File: config.mk
export PLATFORM = sky130hd
export DESIGN_NAME = channel_decoder_coef_sched
export DESIGN_NICKNAME = d
export VERILOG_FILES = /design/src/rtl/chan_dec_pkg.sv /design/src/rtl/chan_dec_rr_arbiter.sv /design/src/rtl/channel_decoder_coef_sched.sv
export SDC_FILE = /design/constraint.sdc
export NUM_CORES = 1
export LEC_CHECK = 0
export ABC_AREA = 1
export BUFFER_PORTS_ARGS = -buffer_cell sky130_fd_sc_hd__buf_2
export CAP_MARGIN = 10
export CELL_PAD_IN_SITES_DETAIL_PLACEMENT = 0
export CELL_PAD_IN_SITES_GLOBAL_PLACEMENT = 1
export CORE_MARGIN = 2
export CORE_UTILIZATION = 33
export DETAILED_ROUTE_END_ITERATION = 7
export PLACE_DENSITY = 0.81
export SETUP_SLACK_MARGIN = 0.15
export SYNTH_ARGS = -nofsm -noshare
export SYNTH_HDL_FRONTEND = slang
export SYNTH_SLANG_ARGS = --single-unit
File: constraint.sdc
create_clock -name clk -period 1.3 [get_ports clk]
set_input_delay 0.325 -clock clk [delete_from_list [all_inputs] [get_ports clk]]
set_output_delay 0.325 -clock clk [all_outputs]
set_load 0.01 [all_outputs]
File: src/rtl/chan_dec_pkg.sv
// Shared constants and FSM encoding for the channel-decoder coefficient scheduler.
// Pure declarations: no latency, no flow control.
package chan_dec_pkg;
  localparam int NUM_TAPS = 73;
  localparam int COEF_W   = 16;
  localparam int TAP_AW   = 7;

  typedef enum logic [1:0] {
    IDLE  = 2'd0,
    SWEEP = 2'd1,
    DRAIN = 2'd2
  } state_t;
endpackage

File: src/rtl/chan_dec_rr_arbiter.sv
// Round-robin pick of the first set request at/after ptr, wrapping; combinational, 0 cycles.
// No backpressure: the caller samples grant/owner only when it is ready to start a sweep.
module chan_dec_rr_arbiter #(
  parameter int NUM_REQ = 2,
  parameter int ID_W    = 1
) (
  input  logic [NUM_REQ-1:0] req,
  input  logic [ID_W-1:0]    ptr,
  output logic [NUM_REQ-1:0] grant,
  output logic [ID_W-1:0]    owner,
  output logic               any_req
);
  logic found;

  assign any_req = |req;

  // Pass 1 scans from ptr upward; pass 2 wraps to the low indices.
  always_comb begin
    grant = '0;
    owner = '0;
    found = 1'b0;
    for (int j = 0; j < NUM_REQ; j++) begin
      if (!found && req[j] && (j >= int'(ptr))) begin
        found    = 1'b1;
        grant[j] = 1'b1;
        owner    = ID_W'(j);
      end
    end
    for (int j = 0; j < NUM_REQ; j++) begin
      if (!found && req[j]) begin
        found    = 1'b1;
        grant[j] = 1'b1;
        owner    = ID_W'(j);
      end
    end
  end
endmodule

File: src/rtl/channel_decoder_coef_sched.sv
// Streams one full coefficient ROM sweep per grant; first beat 2 cycles after req, done 1 cycle after last beat.
// Backpressure: coef_ready low freezes ROM reads so data and sideband hold; nothing is dropped.
module channel_decoder_coef_sched #(
  parameter int NUM_REQ  = 2,
  parameter int NUM_TAPS = chan_dec_pkg::NUM_TAPS,
  parameter int DWIDTH   = chan_dec_pkg::COEF_W,
  parameter int AWIDTH   = chan_dec_pkg::TAP_AW,
  parameter int ID_W     = (NUM_REQ > 1) ? $clog2(NUM_REQ) : 1
) (
  input  logic               clk,
  input  logic               reset,
  input  logic [NUM_REQ-1:0] req,
  output logic [NUM_REQ-1:0] grant,
  output logic [NUM_REQ-1:0] done,
  output logic               busy,
  output logic [AWIDTH-1:0]  rom_address0,
  output logic               rom_ce0,
  input  logic [DWIDTH-1:0]  rom_q0,
  output logic               coef_valid,
  input  logic               coef_ready,
  output logic [DWIDTH-1:0]  coef_data,
  output logic [AWIDTH-1:0]  coef_tap,
  output logic               coef_first,
  output logic               coef_last,
  output logic [ID_W-1:0]    coef_owner
);
  import chan_dec_pkg::*;

  localparam logic [AWIDTH-1:0] LAST_ADDR = AWIDTH'(NUM_TAPS - 1);
  localparam logic [ID_W-1:0]   LAST_ID   = ID_W'(NUM_REQ - 1);

  state_t             state, state_nxt;
  logic [AWIDTH-1:0]  addr;
  logic [ID_W-1:0]    owner, rr_ptr, arb_owner;
  logic [NUM_REQ-1:0] arb_grant;
  logic               any_req, stall, xfer, ce, last_xfer;

  chan_dec_rr_arbiter #(.NUM_REQ(NUM_REQ), .ID_W(ID_W)) u_arb (
    .req     (req),
    .ptr     (rr_ptr),
    .grant   (arb_grant),
    .owner   (arb_owner),
    .any_req (any_req)
  );

  assign stall        = coef_valid && !coef_ready;
  assign xfer         = coef_valid && coef_ready;
  assign ce           = (state == SWEEP) && !stall;
  assign last_xfer    = (state == DRAIN) && xfer && coef_last;
  assign rom_ce0      = ce;
  assign rom_address0 = addr;
  assign coef_data    = rom_q0;
  assign busy         = (state != IDLE);

  always_comb begin
    state_nxt = state;
    case (state)
      IDLE:    if (any_req) state_nxt = SWEEP;
      SWEEP:   if (ce && (addr == LAST_ADDR)) state_nxt = DRAIN;
      DRAIN:   if (last_xfer) state_nxt = IDLE;
      default: state_nxt = IDLE;
    endcase
  end

  always_ff @(posedge clk or negedge reset) begin
    if (!reset) begin
      state      <= IDLE;
      grant      <= '0;
      done       <= '0;
      owner      <= '0;
      rr_ptr     <= '0;
      addr       <= '0;
      coef_valid <= 1'b0;
      coef_tap   <= '0;
      coef_first <= 1'b0;
      coef_last  <= 1'b0;
      coef_owner <= '0;
    end else begin
      state <= state_nxt;
      done  <= '0;
      if ((state == IDLE) && any_req) begin
        grant <= arb_grant;
        owner <= arb_owner;
        addr  <= '0;
      end
      // Sideband is captured alongside the read so it lines up with rom_q0 next cycle.
      if (ce) begin
        if (addr != LAST_ADDR) addr <= addr + 1'b1;
        coef_valid <= 1'b1;
        coef_tap   <= addr;
        coef_first <= (addr == '0);
        coef_last  <= (addr == LAST_ADDR);
        coef_owner <= owner;
      end else if (xfer) begin
        coef_valid <= 1'b0;
      end
      if (last_xfer) begin
        done   <= grant;
        grant  <= '0;
        rr_ptr <= (owner == LAST_ID) ? '0 : owner + 1'b1;
      end
    end
  end
endmodule
==> reports/metrics.yaml <==
sta:
  timing.final.ws_setup_ns: -0.152
  min_period_ns: 1.45
  hold_viol: 0
  worst_slew_pin_slew_ns: 0.349
  slew_headroom: 0.767
  setup_tns_ns: -2.32
  holdWs_ns: 0.0182
  fmax_mhz: 689
  skew_ns: 0.00168
  setup_viol: 21
  period_share: 1.12
  rsz0062_at_grt: "true"
  final-max-slew-violation-count: 0
worst_setup_path:
  worstSetupStartpointType: "register"
  critical_path.top_delay_family: "flip-flops"
  end_kind: "primary output"
  critPathMaxStageDelay_ns: 0.43
  cpMaxStageDelayCell: "dfrtp_1"
  critPathLaunch: "state[1]$_DFFE_PN0P_"
  cp_cell_sequence: "inv_2, nand2_4, nor2_4, buf_6"
  cp_data_arrival_time_ns: 1.13
  cp.buffers_inverters: 2
  cp_max_fo: 4
  r2r_start: "state[1]$_DFFE_PN0P_"
  worst-setup-path-type: "reg2out"
  crit_required_ns: 0.98
finish:
  num_antenna_cells: 0
  post-route-util: 0.512
  syn_to_final_growth_pct: 50.3
  mostFrequentLayoutCells: "buf_4, dfrtp_1, buf_2, nand2_1, inv_1"
  final_common_cell: "buf_4"
  layout-drive-gt1-share: 0.589
  nNetsFinal: 233
floorplan:
  die-width_um: 68.1
  initial_core_util: 0.341
  pin_count: 61
  core_area_sq_um: 3970
  die_height_um: 68.1
  dieArea_sq_um: 4630
  core.rowCount: 23
cts:
  tritoncts: "done"
  cts.path.max_buffers: 2
  path_clk_slew_ns: 0.09
  h-tree-depth: 1
  cts_sinks: 26
  root_buffer: "clkbuf_8"
  cts_buffers: 3
  clk_latency_ns: 0.28
global_routing:
  grt_pass1_vias: 1147
  globalRouteOverflowTotal: 0
  grtUsageTotal: 0.152
  grt_pass1_wl_um: 5180
  grt_max_degree: 27
  antenna_found_initial: 0
outcome:
  status: "finished, violations left"
  violations: "negative setup slack"
yosys:
  synth_cell_types: 23
  syn_area_sq_um: 1350
  synth.avg_cell_area_sq_um: 8.51
  synth-seq-area-share: 0.481
  syn-num-nets: 182
  synth-warning-count: 0
  ys_ff_latch: 26
  syn-instance-count: 159
placed_design:
  pre_cts_slack_ns: 0.0603
  hpwl_um: 1990
  numPortBuffers: 28
  gp_congestion: 0.763
detailed_routing:
  drtAntennaViolNets: 0
  post-route-drc-count: 0
  drtIter0Drc: 43
  firstDrtPassIters: 4
  drt_wl_total_um: 3300
  via_per_inst: 4.42
  wl_per_cell_um: 12.7
  vias: 1146
power_and_ir_drop:
  power_density_nw_per_um2: 1930
  vdd_drop_max_mv: 0.783
  total_power_uw: 3930
  leakage_uw: 0.00108
hold_path:
  hp-class: "in2async"
job:
  max_cap_viol_count: 0
power by group:
part	internal (uW)	total, uW	leakage (uW)	switching (uW)
sequential	1050	1240	0.000328	195
combinational	1070	2140	0.000723	1070
clock	272	542	0.0000288	271
total	2390	3930	0.00108	1530
worst register-to-register path, delay by kind of cell (launching register included):
| family | cells | cell delay (ns) |
|---|---|---|
| buffers and inverters | 6 | 0.58 |
| flip-flops | 1 | 0.43 |
| AND/OR/NAND/NOR | 4 | 0.31 |
final timing paths:
check / end / slack, ns / depth (start not counted)
worst max-delay path: rom_ce0 / -0.15 / 4
worst min-delay path: grant[1]$_DFFE_PN0P_ / 0.02 / 2
worst max register to register: rom_address0[4]$_DFF_PN0_ / -0.15 / 10
worst min register to register: rr_ptr$_DFFE_PN0P_ / 0.44 / 1
max in group asynchronous: rom_address0[3]$_DFF_PN0_ / 1.01 / 2
min in group clk: grant[1]$_DFFE_PN0P_ / 0.39 / 4
timing repair:
item | 4_1_cts | 5_1_grt
setup buffers | 17 | 14
endpoints found under the setup margin | 31 | 47
resized for setup | 32 | 39
hold buffers | 0 | 0
pin swaps | 8 | 7
hold endpoints to repair | 0 | 0
gates cloned | 1 | 1
per-layer routing:
metal / up-vias / global-route usage / part of all wire
met5: - / 0 / 0
met4: 0 / 0.0950 / 0.030
met3: 9 / 0.0280 / 0.037
met2: 21 / 0.243 / 0.49
met1: 536 / 0.190 / 0.44
li1: 580 / - / -
synth_stat cells:
library cell | instances | area, sq um
nor2_2 | 3 | 18.8
nand2_1 | 36 | 135
a21oi_1 | 1 | 5.00
dfrtp_1 | 26 | 651
nor2_1 | 10 | 37.5
ha_1 | 2 | 25.0
o21ai_1 | 9 | 45.0
o22ai_2 | 1 | 12.5
nand4_1 | 3 | 18.8
xor2_1 | 2 | 17.5
o21ai_2 | 1 | 8.76
buf_2 | 1 | 5.00
o21ai_0 | 1 | 5.00
buf_6 | 3 | 33.8
a21oi_2 | 1 | 8.76
buf_4 | 16 | 120
nand3_1 | 14 | 70.1
o211ai_1 | 1 | 7.51
nor2_4 | 2 | 22.5
inv_1 | 19 | 71.3
nand2_2 | 2 | 12.5
inv_2 | 4 | 15.0
o21a_1 | 1 | 7.51
layout make-up:
cell class | instances | area [sq um]
clock buffers | 4 | 55.1
fillers | 364 | 1940
inverters | 23 | 108
multi-input cells | 90 | 639
flip-flops and latches | 26 | 654
well taps | 50 | 62.6
repair buffers | 64 | 490
repair inverters | 2 | 25.0
cells by family (layout without fill, tap and decap cells):
kind of cell	Yosys count	count (layout)	synth area share
XOR/XNOR	2	2	0.0129
AND/OR/NAND/NOR	70	70	0.233
buffers and inverters	43	93	0.181
adder cells (fa/ha/maj)	2	2	0.0185
flip-flops	26	26	0.481
AO/OA/AOI/OAI	16	16	0.0739
registers in the layout, summed over array words and instances, names as in the netlist:
name	count
coef_first	1
coef_last	1
coef_owner	1
coef_tap	7
coef_valid	1
done	2
grant	2
owner	1
rom_address0	7
rr_ptr	1
state	2
per-stage QoR:
| step | cells | instance area (sq um) |
|---|---|---|
| 2_1_floorplan | 159 | 1370 |
| 3_3_place_gp | 222 | 1450 |
| 3_5_place_dp | 222 | 1450 |
| 4_1_cts | 244 | 1770 |
| 5_1_grt | 259 | 2030 |
| 6_report | 259 | 2030 |
Power figures use the tool's default switching activity.
